<file path="src/rtl/secuenciador_contador_if.sv">
// ---------------------------------------------------------------------------
// secuenciador_contador_if : control/address bundle between lab logic, sequencer and counter
// Rev 1.0
// ---------------------------------------------------------------------------
`default_nettype none

interface secuenciador_contador_if #(
   parameter int WIDTH = 12
);
   logic             START;
   logic             STOP;
   logic             STEP;
   logic             RESUME;
   logic [WIDTH-1:0] START_ADDR;
   logic [WIDTH-1:0] END_ADDR;
   logic [WIDTH-1:0] Y_CNT;
   logic             CNT_RESET;
   logic             CNT_LOAD;
   logic             CNT_ENABLE;
   logic [WIDTH-1:0] CNT_DLOAD;
   logic             BUSY;
   logic             DONE;

   modport master (
      output START, STOP, STEP, RESUME, START_ADDR, END_ADDR, Y_CNT,
      input  CNT_RESET, CNT_LOAD, CNT_ENABLE, CNT_DLOAD, BUSY, DONE
   );

   modport slave (
      input  START, STOP, STEP, RESUME, START_ADDR, END_ADDR, Y_CNT,
      output CNT_RESET, CNT_LOAD, CNT_ENABLE, CNT_DLOAD, BUSY, DONE
   );
endinterface

`default_nettype wire

</file>
<file path="src/rtl/secuenciador_contador.sv">
// ---------------------------------------------------------------------------
// secuenciador_contador : drives a loadable up-counter from START_ADDR to END_ADDR
// Rev 1.0
// ---------------------------------------------------------------------------
`default_nettype none

module secuenciador_contador #(
   parameter int WIDTH = 12
) (
   input  logic                   clk,
   input  logic                   RESET,
   secuenciador_contador_if.slave bus
);

   typedef enum logic [2:0] {
      S_IDLE  = 3'd0,
      S_LOAD  = 3'd1,
      S_RUN   = 3'd2,
      S_PAUSE = 3'd3,
      S_DONE  = 3'd4
   } state_t;

   state_t           state;
   logic [WIDTH-1:0] start_q;
   logic [WIDTH-1:0] end_q;
   logic             clr_q;

   logic [WIDTH-1:0] end_m1;
   logic             last_inc;
   logic             accept;
   logic             step_ok;

   assign end_m1   = end_q - WIDTH'(1);
   // Counter is one increment short of end_q: the coming increment finishes the run.
   assign last_inc = (bus.Y_CNT == end_m1);
   assign accept   = bus.START &&
                     ((state == S_IDLE) || (state == S_PAUSE) || (state == S_DONE));
   // START and STOP outrank STEP in PAUSE, so a step is suppressed when either is high.
   assign step_ok  = bus.STEP && !bus.START && !bus.STOP;

   always_ff @(posedge clk) begin
      if (RESET) begin
         state   <= S_IDLE;
         start_q <= '0;
         end_q   <= '0;
         clr_q   <= 1'b1;
      end else if (accept) begin
         state   <= S_LOAD;
         start_q <= bus.START_ADDR;
         end_q   <= bus.END_ADDR;
         clr_q   <= 1'b0;
      end else begin
         unique case (state)
            S_IDLE: state <= S_IDLE;
            S_LOAD: state <= (start_q == end_q) ? S_DONE : S_RUN;
            S_RUN: begin
               if (last_inc)
                  state <= S_DONE;
               else if (bus.STOP)
                  state <= S_PAUSE;
            end
            S_PAUSE: begin
               if (bus.STOP)
                  state <= S_PAUSE;
               else if (bus.STEP && last_inc)
                  state <= S_DONE;
               else if (bus.RESUME)
                  state <= S_RUN;
            end
            S_DONE: state <= S_DONE;
            default: state <= S_IDLE;
         endcase
      end
   end

   assign bus.CNT_RESET  = clr_q;
   assign bus.CNT_LOAD   = (state == S_LOAD);
   assign bus.CNT_ENABLE = (state == S_RUN) || ((state == S_PAUSE) && step_ok);
   assign bus.CNT_DLOAD  = start_q;
   assign bus.BUSY       = (state == S_LOAD) || (state == S_RUN) || (state == S_PAUSE);
   assign bus.DONE       = (state == S_DONE);

endmodule

`default_nettype wire

</file>
<file path="src/flat_wrapper.sv">
// flat-port wrapper written by rule: the top's interface ports become plain ports
module secuenciador_contador_flat 
#(
   parameter int WIDTH = 12
)
  (clk, RESET, bus_START, bus_STOP, bus_STEP, bus_RESUME, bus_START_ADDR, bus_END_ADDR, bus_Y_CNT, bus_CNT_RESET, bus_CNT_LOAD, bus_CNT_ENABLE, bus_CNT_DLOAD, bus_BUSY, bus_DONE);
  secuenciador_contador_if #(.WIDTH(WIDTH)) bus_i ();
  input  logic clk;
  input  logic RESET;
  input wire logic [$bits(bus_i.START)-1:0] bus_START;
  input wire logic [$bits(bus_i.STOP)-1:0] bus_STOP;
  input wire logic [$bits(bus_i.STEP)-1:0] bus_STEP;
  input wire logic [$bits(bus_i.RESUME)-1:0] bus_RESUME;
  input wire logic [$bits(bus_i.START_ADDR)-1:0] bus_START_ADDR;
  input wire logic [$bits(bus_i.END_ADDR)-1:0] bus_END_ADDR;
  input wire logic [$bits(bus_i.Y_CNT)-1:0] bus_Y_CNT;
  output wire logic [$bits(bus_i.CNT_RESET)-1:0] bus_CNT_RESET;
  output wire logic [$bits(bus_i.CNT_LOAD)-1:0] bus_CNT_LOAD;
  output wire logic [$bits(bus_i.CNT_ENABLE)-1:0] bus_CNT_ENABLE;
  output wire logic [$bits(bus_i.CNT_DLOAD)-1:0] bus_CNT_DLOAD;
  output wire logic [$bits(bus_i.BUSY)-1:0] bus_BUSY;
  output wire logic [$bits(bus_i.DONE)-1:0] bus_DONE;
  assign bus_i.START = bus_START;
  assign bus_i.STOP = bus_STOP;
  assign bus_i.STEP = bus_STEP;
  assign bus_i.RESUME = bus_RESUME;
  assign bus_i.START_ADDR = bus_START_ADDR;
  assign bus_i.END_ADDR = bus_END_ADDR;
  assign bus_i.Y_CNT = bus_Y_CNT;
  assign bus_CNT_RESET = bus_i.CNT_RESET;
  assign bus_CNT_LOAD = bus_i.CNT_LOAD;
  assign bus_CNT_ENABLE = bus_i.CNT_ENABLE;
  assign bus_CNT_DLOAD = bus_i.CNT_DLOAD;
  assign bus_BUSY = bus_i.BUSY;
  assign bus_DONE = bus_i.DONE;
  secuenciador_contador #(.WIDTH(WIDTH)) u_core (.clk(clk), .RESET(RESET), .bus(bus_i));
endmodule
</file>
<file path="config.mk">
export PLATFORM = sky130hd
export DESIGN_NAME = secuenciador_contador_flat
export DESIGN_NICKNAME = d
export VERILOG_FILES = /design/src/rtl/secuenciador_contador_if.sv /design/src/rtl/secuenciador_contador.sv /design/src/flat_wrapper.sv
export SDC_FILE = /design/constraint.sdc
export NUM_CORES = 1
export LEC_CHECK = 0
export BUFFER_PORTS_ARGS = -buffer_cell sky130_fd_sc_hd__buf_2
export CAP_MARGIN = 25
export CORE_UTILIZATION = 44
export CTS_CLUSTER_DIAMETER = 120
export CTS_CLUSTER_SIZE = 28
export DETAILED_ROUTE_END_ITERATION = 6
export GPL_ROUTABILITY_DRIVEN = 0
export GPL_TIMING_DRIVEN = 0
export PLACE_DENSITY = 0.75
export SYNTH_ARGS = -nofsm -noshare
export SYNTH_HDL_FRONTEND = slang
export SYNTH_SLANG_ARGS = --single-unit
</file>
<file path="constraint.sdc">
create_clock -name clk -period 2.1 [get_ports clk]
set_input_delay 0.63 -clock clk [delete_from_list [all_inputs] [get_ports clk]]
set_output_delay 0.63 -clock clk [all_outputs]
set_load 0.05 [all_outputs]
</file>
# [Word-level counts from Yosys, hierarchy flattened]
# Index checks and enable logic that the tools add are counted.
[word_totals] regBits=28
[op_classes] n_addsub=1 eq_ne=10 n_mux=8 n_reduce_logical=16
[ops] op="equality test 12 bit" count=2
[ops] op="two-way mux 3 bit" count=6
[ops] op="one-hot mux 3 bit (4 select lines)" count=1
[ops] op="subtractor 12 x 1 -> 12 bit, second input constant" count=1
[ops] op="equality test 3 x 2 -> 1 bit, second input constant" count=2
[ops] op="logical AND 1 bit" count=5
[ops] op="logical OR 1 bit" count=5
[ops] op="!= test 5 x 3 -> 1 bit, second input constant" count=1
[ops] op="!= test 4 x 2 -> 1 bit, second input constant" count=1
[ops] op="!= test 4 x 3 -> 1 bit, second input constant" count=1
[ops] op="AND reduction 2 bit" count=2
[ops] op="equality test 3 x 1 -> 1 bit, second input constant" count=1
[ops] op="equality test 3 bit, second input constant" count=1
[ops] op="zero test 3 bit" count=1
[ops] op="!= test 3 x 2 -> 1 bit, second input constant" count=1
[ops] op="zero test 1 bit" count=2
[ops] op="OR reduction 2 bit" count=1
[ops] op="two-way mux 1 bit" count=1

# [Logic depth before layout (Yosys ltp)]
# Gate-level depths: netlist (run 1).
[logic_depth] word_depth=7 mapped_depth=9

# [Worst setup path after synthesis (run 1)]
# OpenSTA, ideal clock, no wires.
[synth_path] path_kind="input to output" start="input port bus_STEP" end="output port bus_CNT_ENABLE" t_arrival_ps=1805 t_required_ps=1470 path_slack_ps=-335 cell_stages=3 cell_sequence="inv_1 > or3_1 > a21oi_1"
[synth_via] elab_chain_len=4
[synth_rtl] item="from (decl)" line_no="flat_wrapper.sv:12" rtl="input wire logic [$bits(bus_i.STEP)-1:0] bus_STEP;"
[synth_rtl] item="logical AND 1 bit (2 in series)" line_no="secuenciador_contador.sv:39" rtl="assign step_ok = bus.STEP && !bus.START && !bus.STOP;"
[synth_rtl] item="logical AND 1 bit" line_no="secuenciador_contador.sv:78" rtl="assign bus.CNT_ENABLE = (state == S_RUN) || ((state == S_PAUSE) && step_ok);"
[synth_rtl] item="logical OR 1 bit" line_no="secuenciador_contador.sv:78"
[synth_rtl] item="to (decl)" line_no="flat_wrapper.sv:19" rtl="output wire logic [$bits(bus_i.CNT_ENABLE)-1:0] bus_CNT_ENABLE;"
# No other way between the ends.

# [Worst setup path after layout (run 1)]
[layout_path] start="input port bus_STOP" end="output port bus_CNT_ENABLE"
[layout_via] elab_chain_len=4
[layout_rtl] item="from (decl)" line_no="flat_wrapper.sv:11" rtl="input wire logic [$bits(bus_i.STOP)-1:0] bus_STOP;"
[layout_rtl] item="zero test 1 bit" line_no="secuenciador_contador.sv:39"
[layout_rtl] item="logical AND 1 bit" line_no="secuenciador_contador.sv:39"
[layout_rtl] item="logical AND 1 bit" line_no="secuenciador_contador.sv:78"
[layout_rtl] item="logical OR 1 bit" line_no="secuenciador_contador.sv:78"
# No other way between the ends.

==> flow_summary.toml, run 1 <==
[yosys]
synth-compound-area-share = 0.202
synth_cells = 215
sequential_to_total_area_share_from_yosys_stat = 0.342
synth_mux_area_frac = 0
synth_top_family_by_area = "simple AND/OR/NAND/NOR gates"
synth_area_per_cell_sq_um = 7.63
synth_flop_cell = "sky130_fd_sc_hd__dfxtp_1"
yosys_warnings = 0
synth_adder_area_share = 0.00763
synth_edf_count = 0
ys_ff_latch = 28
synthDistinctLibCells = 36
simple_logic_cell_fraction_of_the_synthesized_area = 0.249
net_count_after_synthesis = 258
netlist_area_pre_place_sq_mm = 0.00164
async_reset_ff_frac = 0
synth-xor-area-share = 0.144

[timing]
worst_pin_slew_ps = 454
setup_viol_count_final = 0
hold_viol_final = 0
worst_slew_margin_rel = 0.697
fin_ws_ps = 36.8
minimum_hold_slack_ps = 461
period_share = 0.982
final-max-slew-violation-count = 0
grt_setup_unrepaired = "yes"
clock_skew_ps = 3.19
achievable-frequency_ghz = 0.485
fin_tns_setup_ps = 0
timing.final.crit_period_ps = 2060

[power_and_ir_drop]
ir_worst_vdd_mv = 0.336
switching_power_uw = 590
total_leakage_power_nw = 0.859
cellInternalPower_uw = 965
p_comb_frac = 0.397
totalPowerFinal_mw = 1.56
share_seq_of_total_power = 0.423
power-per-cell-area_mw_per_mm2 = 733
power.clock.fraction = 0.181
swShare = 0.379

[place]
postPlaceCellArea_sq_mm = 0.00200
detailed_place_hpwl_um = 3070
detailedPlace.worstSlack_ps = -162
numPlacedInstances = 319
buffer_ports.inserted = 58

[worst_setup_path]
cp_slowest_stage_delay_ps = 380
cp.arrival_ps = 1430
slowest_stage = "sky130_fd_sc_hd__or3_1"
timing.critical_path.cells = "buf_2 > or3_1 > a21oi_2 > buf_6"
critical_path_fanout_max = 4
worst_path_dominant_cell_family = "simple AND/OR/NAND/NOR gates"
critPathBufInv = 2
endpoint_kind = "primary output"
startpoint_type = "input port"
critPathKind = "input port to primary output"
cp_data_required_time_ps = 1470

[finish]
mostFrequentLayoutCells = "57 x sky130_fd_sc_hd__buf_2, 51 x sky130_fd_sc_hd__nand2_1, 28 x sky130_fd_sc_hd__a21oi_1"
layout_cells_sized_above_1 = 0.325
most_common_cell_after_layout_fill_and_taps_aside = "sky130_fd_sc_hd__buf_2"
antennaDiodeCount = 0
n_fill_cell = 314
ff_latch_area_sq_um = 572
final_util = 0.617
syn_to_final_growth_pct = 29.4
design.final.nets = 316
post-route-cell-area_sq_mm = 0.00212
multi_input_logic_area_sq_mm = 0.00108
post_layout_nonfiller_instances = 317

[status]
run_status = "finished, final reports clean"

[routing]
viasPerCell = 5.18
drt-wirelength-per-cell_um = 12.7
detailedRoute.firstPassIterationCount = 4
drc_violations_left = 0
final_antenna_net_count = 0
initialDrtViolationCount = 64
dr_total_vias = 1642
drt_wl_total_um = 4040

[global_routing]
grt_antenna_before_repair = 0
grt_pass1_wl_um = 7140
gr-total-overflow = 0
first_global_vias = 1643
pin_count_of_the_biggest_net_entering_global_routing = 15
track_usage = 0.220

[clocking]
cts-root-buf = "sky130_fd_sc_hd__clkbuf_8"
clkSlewWorstSetupHoldPaths_ps = 80
cts.sink_count = 28
worstSkewPairLatency_ps = 270
cts_hold_repair.buffers = 0
cts_tree = "yes"
cts-buffers-inserted = 3
h-tree-depth = 1
maximum_clock_insertion_buffer_count = 2

[floorplan]
i_o_pin_count = 59
chipHeight_um = 63.1
placement_rows = 21
floorplan.core_area_sq_mm = 0.00344
die-area_sq_mm = 0.00398
floorplan.initialDensity = 0.477
die_width_um = 63.1

[job]
cap_viol_max_count = 0

[hold_path]
hold_path.class = "flip-flop to flip-flop"
==> repair_timing <==
item                                   4_1_cts  5_1_grt
endpoints found under the hold margin        0        0
setup buffers                                0        1
setup endpoints to repair                    4       27
gates resized for setup                     10       22
pin swaps                                    5       10
gates cloned                                 0        0
==> path summary, 6_finish.rpt <==
check                        from                    to  slack, ps  depth (start not counted)
min reg2reg  u_core.bus.CNT_RESET  u_core.bus.CNT_RESET        460                          1
max reg2reg       u_core.end_q[2]       u_core.state[1]        100                          7
min          u_core.bus.CNT_RESET  u_core.bus.CNT_RESET        460                          1
max                      bus_STOP        bus_CNT_ENABLE         40                          4
==> layer usage <==
metal | track usage | part of all wire | vias to the layer above | wire [um]
li1 | - | - | 848 | -
met1 | 0.279 | 0.46 | 749 | 1870
met2 | 0.379 | 0.49 | 40 | 1970
met3 | 0.0435 | 0.044 | 5 | 176
met4 | 0.0465 | 0.0067 | 0 | 27
met5 | 0 | 0 | - | 0
==> cell usage after synthesis, drive strengths merged (4+ instances only) <==
library cell	n	share of area
buf	4	0.016
nor3	6	0.018
a21oi	30	0.092
dfxtp	28	0.34
nand3	4	0.012
nor2	7	0.016
xnor2	25	0.13
inv	6	0.014
clkbuf	11	0.025
o21ai	6	0.018
nand2	51	0.12
==> power by group through the flow <==
stage | clock network [mW] | registers (mW) | logic [mW]
5_1_grt | 0.313 | 0.667 | 0.679
2_1_floorplan | 0 | 0.701 | 0.386
6_report | 0.281 | 0.658 | 0.617
3_3_place_gp | 0 | 0.632 | 0.597
4_1_cts | 0.286 | 0.622 | 0.632
3_5_place_dp | 0 | 0.633 | 0.603
==> logic make-up after synthesis <==
| kind of cell | after synthesis |
|---|---|
| XOR/XNOR | 27 |
| buffers and inverters | 21 |
| AND/OR/NAND/NOR | 87 |
| flip-flops | 28 |
| AO/OA/AOI/OAI | 51 |
| adder cells (fa/ha/maj) | 1 |
==> layout make-up <==
type / count / share of cell area
clock buffers: 3 / 0.0195
plain buffers: 9 / 0.0195
multi-input cells: 166 / 0.508
inverters: 6 / 0.0130
repair buffers: 59 / 0.143
flip-flops and latches: 28 / 0.269
well taps: 46 / 0.0271
==> state kept, by name, summed over array words and instances, names as in the netlist <==
name,cells
u_core.bus.CNT_DLOAD,12
u_core.end_q,12
u_core.bus.CNT_RESET,1
u_core.state,3
Power figures use the tool's default switching activity.
==> run 2: changes to the inputs <==
- PLACE_DENSITY: 0.75 -> unset
- PLACE_DENSITY_LB_ADDON: unset -> 0.12
==> run 2 against run 1 <==
  * Largest power group unchanged
  * Clock power rose by 19%
  * Wire length rose by 0.52%
  * Fmax rose by 0.27%
  * Largest cell class unchanged
==> flow_summary.toml, run 2 (synthesized netlist as in run 1, its figures left out) <==
[status]
run_status = "finished, final reports clean"

[floorplan]
floorplan.core_area_sq_mm = 0.00344
placement_rows = 21
floorplan.initialDensity = 0.477
die_width_um = 63.1
i_o_pin_count = 59
die-area_sq_mm = 0.00398
chipHeight_um = 63.1

[finish]
mostFrequentLayoutCells = "55 x sky130_fd_sc_hd__buf_2, 51 x sky130_fd_sc_hd__nand2_1, 28 x sky130_fd_sc_hd__a21oi_1"
final_util = 0.627
layout_cells_sized_above_1 = 0.339
design.final.nets = 318
most_common_cell_after_layout_fill_and_taps_aside = "sky130_fd_sc_hd__buf_2"
post_layout_nonfiller_instances = 320
syn_to_final_growth_pct = 31.5
antennaDiodeCount = 0

[timing]
setup_viol_count_final = 0
timing.final.crit_period_ps = 2060
achievable-frequency_ghz = 0.486
fin_tns_setup_ps = 0
clock_skew_ps = 2.69
fin_ws_ps = 42.4
final-max-slew-violation-count = 0
worst_pin_slew_ps = 497
worst_slew_margin_rel = 0.669
period_share = 0.980
hold_viol_final = 0

[routing]
detailedRoute.firstPassIterationCount = 4
initialDrtViolationCount = 77
route.met2.wl_um = 1850
drt_wl_total_um = 4060
drc_violations_left = 0
dr_total_vias = 1631
top_signal_layer_used = "met4"
met3_length_um = 187
final_antenna_net_count = 0
viasPerCell = 5.10
drt-wirelength-per-cell_um = 12.7
wl_met1_um = 1980

[power_and_ir_drop]
totalPowerFinal_mw = 1.61
ir_worst_vdd_mv = 0.422
total_leakage_power_nw = 0.875
power-per-cell-area_mw_per_mm2 = 748

[clocking]
cts_tree = "yes"
cts-buffers-inserted = 3
cts_hold_repair.buffers = 0
worstSkewPairLatency_ps = 270
cts-root-buf = "sky130_fd_sc_hd__clkbuf_8"
h-tree-depth = 1
maximum_clock_insertion_buffer_count = 2
clkSlewWorstSetupHoldPaths_ps = 90
cts.sink_count = 28

[worst_setup_path]
cp.arrival_ps = 1430
critPathKind = "input port to primary output"
critPathCapture = "bus_CNT_ENABLE"
cp_slowest_stage_delay_ps = 370
timing.critical_path.cells = "buf_6 > or3_4 > a21oi_2 > buf_6"
worst_r2r_path_depth = 6
rr_endpoint = "u_core.state[1]"
slowest_stage = "sky130_fd_sc_hd__or3_4"
beginning_of_the_worst_register_to_register_path = "u_core.end_q[0]"
endpoint_kind = "primary output"
startpoint_type = "input port"
critical-path-top-cell-by-count = "sky130_fd_sc_hd__buf_6"
ff2ff_setup_slack_ps = 80
cp_data_required_time_ps = 1470
worst_setup_path_startpoint = "bus_STOP"
critical_path_fanout_max = 4

[place]
buffer_ports.inserted = 58
detailed_place_hpwl_um = 3010
numPlacedInstances = 319
detailedPlace.worstSlack_ps = -196

[job]
cap_viol_max_count = 0

[global_routing]
pin_count_of_the_biggest_net_entering_global_routing = 16
grt_pass1_wl_um = 6760
track_usage = 0.213
first_global_vias = 1523
grt_antenna_before_repair = 0
gr-total-overflow = 0

[hold_path]
hold_path.class = "flip-flop to flip-flop"
worstHoldPathCells = 1
run 2: worst max-delay path, delay by kind of cell:
kind | cells | cell delay [ps]
compound gates | 1 | 160
buf+inv | 2 | 270
simple gates | 1 | 370
run 2: routing by layer:
| layer | up-vias | GRT usage |
|---|---|---|
| met5 | - | 0 |
| met4 | 0 | 0.0756 |
| met3 | 5 | 0.0362 |
| met2 | 41 | 0.339 |
| met1 | 736 | 0.287 |
| li1 | 849 | - |
run 2: per-stage QoR:
| stage | hold WS (ps) | instance area [sq um] |
|---|---|---|
| floorplan | 474 | 1650 |
| global placement | 433 | 2000 |
| detailed placement | 442 | 2000 |
| CTS | 466 | 2100 |
| global route | 490 | 2160 |
| finish | 464 | 2160 |
run 2: where the power goes:
part	internal [mW]	switching, mW
Combinational	0.261	0.359
Clock	0.168	0.167
Sequential	0.581	0.0780
Total	1.01	0.604
run 2: how the worst min path moves through the flow:
stage	startpoint	end	slack, ps
after global placement	u_core.bus.CNT_RESET	u_core.bus.CNT_RESET	430
after global routing	u_core.bus.CNT_RESET	u_core.bus.CNT_RESET	490
after detailed placement	u_core.bus.CNT_RESET	u_core.bus.CNT_RESET	440
final	u_core.bus.CNT_RESET	u_core.bus.CNT_RESET	460
after floorplan	u_core.end_q[11]	u_core.end_q[11]	470
after CTS	u_core.bus.CNT_RESET	u_core.bus.CNT_RESET	470
run 2: repair_timing:
action	CTS	global route
pin swaps	5	13
setup endpoints to repair	5	27
resized for setup	13	19
setup buffers	0	4
endpoints found under the hold margin	0	0
run 2: cell type report:
type	instances	area, sq um
Fill cell	341	1280
Timing Repair Buffer	62	339
Inverter	6	25.0
Clock buffer	4	55.1
Multi-Input combinational cell	166	1080
Sequential cell	28	573
Buffer	8	30.0
Tap cell	46	57.6
==> run 3: changes to the inputs <==
==> constraint.sdc (replaced) <==
create_clock -name clk -period 2.1 [get_ports clk]
set_input_delay 0.315 -clock clk [delete_from_list [all_inputs] [get_ports clk]]
set_output_delay 0.315 -clock clk [all_outputs]
set_load 0.05 [all_outputs]
==> run 3 against run 2 <==
  * Count of clock-buffer cells in the layout shrank 1
  * Fmax shrank 1.9%
  * Register-to-register slack lost 80 ps
  * Flip-flop and latch count is the same
  * Non-clock buffer count grew 2
  * Clock power grew 26%
  * Clock skew grew 1.4 ps
  * Final area shrank 1.7%
  * Die area is the same
  * Via count grew 0.80%
  * Core utilization shrank 1.1 points
  * Combinational power is essentially flat
  * Critical endpoint is now u_core.state[1]
  * Largest cell class unchanged
==> flow_summary.toml, run 3 (synthesized netlist as in run 1, its figures left out) <==
[job]
cap_viol_max_count = 0

[worst_setup_path]
cp_data_required_time_ps = 2250
cp_slowest_stage_delay_ps = 530
endpoint_kind = "flip-flop"
slowest_stage = "sky130_fd_sc_hd__or4_4"
critPathKind = "flip-flop to flip-flop"
cp.arrival_ps = 2250
startpoint_type = "flip-flop"
timing.critical_path.cells = "or4_4 > a211o_1 > a21oi_2 > a41oi_2 > a2111oi_4 > a311oi_1"
critical_path_fanout_max = 6

[clocking]
cts-buffers-inserted = 3
cts_tree = "yes"
clkSlewWorstSetupHoldPaths_ps = 100
cts.sink_count = 28
cts_hold_repair.buffers = 0
h-tree-depth = 1
worstSkewPairLatency_ps = 270
maximum_clock_insertion_buffer_count = 2
cts-root-buf = "sky130_fd_sc_hd__clkbuf_8"

[place]
detailed_place_hpwl_um = 3100
buffer_ports.inserted = 58
numPlacedInstances = 319

[timing]
minimum_hold_slack_ps = 258
worst_slew_margin_rel = 0.691
hold_viol_final = 0
achievable-frequency_ghz = 0.477
grt_setup_unrepaired = "yes"
worst_pin_slew_ps = 463
timing.final.crit_period_ps = 2100
setup_viol_count_final = 0
final-max-slew-violation-count = 0
period_share = 0.999
clock_skew_ps = 4.06

[routing]
drt-wirelength-per-cell_um = 12.6
dr_total_vias = 1644
drt_wl_total_um = 4060
initialDrtViolationCount = 80
viasPerCell = 5.11
final_antenna_net_count = 0
detailedRoute.firstPassIterationCount = 4
drc_violations_left = 0

[global_routing]
track_usage = 0.217
first_global_vias = 1514
grt_pass1_wl_um = 6930
pin_count_of_the_biggest_net_entering_global_routing = 17
grt_antenna_before_repair = 0
gr-total-overflow = 0

[finish]
antennaDiodeCount = 0
post_layout_nonfiller_instances = 322
syn_to_final_growth_pct = 29.3
n_fill_cell = 348
layout_cells_sized_above_1 = 0.308
final_util = 0.616
most_common_cell_after_layout_fill_and_taps_aside = "sky130_fd_sc_hd__buf_2"
multi_input_logic_area_sq_mm = 0.00104
mostFrequentLayoutCells = "60 x sky130_fd_sc_hd__buf_2, 51 x sky130_fd_sc_hd__nand2_1, 29 x sky130_fd_sc_hd__a21oi_1"
ff_latch_area_sq_um = 571
design.final.nets = 320

[floorplan]
i_o_pin_count = 59
chipHeight_um = 63.1
floorplan.initialDensity = 0.477
floorplan.core_area_sq_mm = 0.00344
die-area_sq_mm = 0.00398
placement_rows = 21
die_width_um = 63.1

[power_and_ir_drop]
ir_worst_vdd_mv = 0.668
total_leakage_power_nw = 0.875
power-per-cell-area_mw_per_mm2 = 791
totalPowerFinal_mw = 1.68

[status]
run_status = "finished, final reports clean"

[hold_path]
hold_path.class = "input port to flip-flop"
## run 3: cell count changes in the layout (fill, tap and decap cells not counted), moves of 2 or more
cell / before / now
sky130_fd_sc_hd__buf_2: 55 / 60
sky130_fd_sc_hd__buf_6: 3 / 0
sky130_fd_sc_hd__buf_4: 4 / 2
sky130_fd_sc_hd__dfxtp_1: 22 / 24
sky130_fd_sc_hd__dfxtp_2: 4 / 2
sky130_fd_sc_hd__inv_1: 4 / 6
## run 3: power breakdown
part	total [mW]	leakage [nW]	internal [mW]	switching [mW]
clock network	0.421	0.0357	0.255	0.166
logic	0.620	0.607	0.250	0.370
registers	0.636	0.232	0.580	0.0567
total	1.68	0.875	1.08	0.593
## run 3: what timing repair did
action,4_1_cts,5_1_grt
gates resized for setup,8,10
setup buffers,1,1
pin swaps,4,5
gates cloned,0,0
setup endpoints to repair,3,23
## run 3: final timing paths
kind / from / end / slack, ps / cells after the start
worst max-delay path: u_core.end_q[1] / u_core.state[1] / 2 / 6
worst min-delay path: bus_END_ADDR[0] / u_core.end_q[0] / 260 / 3
worst max register to register: u_core.end_q[1] / u_core.state[1] / 2 / 6
worst min register to register: u_core.bus.CNT_RESET / u_core.bus.CNT_RESET / 470 / 1
## run 3: worst max-delay path, delay by kind of cell (launching register included)
family | cells | cell delay, ps
AO/OA/AOI/OAI | 5 | 1060
AND/OR/NAND/NOR | 1 | 530
flip-flops | 1 | 380
## run 3: per-stage QoR
step	TNS (ps)	instance area [sq um]	setup slack [ps]
after floorplan	0	1650	98.8
after global placement	-415	1990	-158
after detailed placement	-451	1990	-172
after CTS	0	2110	3.56
after global routing	-193	2120	-89.3
final	0	2120	1.63
## run 3: layout make-up
| class | count | area share |
|---|---|---|
| Buffer | 12 | 0.0230 |
| Clock buffer | 3 | 0.0195 |
| Clock inverter | 1 | 0.0142 |
| Inverter | 6 | 0.0106 |
| Multi-Input combinational cell | 166 | 0.493 |
| Sequential cell | 28 | 0.269 |
| Tap cell | 46 | 0.0271 |
| Timing Repair Buffer | 60 | 0.144 |
## run 3: routing by layer
metal | track usage | share of wire | up-vias
met5 | 0 | 0 | -
met4 | 0.0407 | 0.0057 | 0
met1 | 0.271 | 0.46 | 748
li1 | - | - | 854
met2 | 0.386 | 0.49 | 40
met3 | 0.0399 | 0.041 | 2
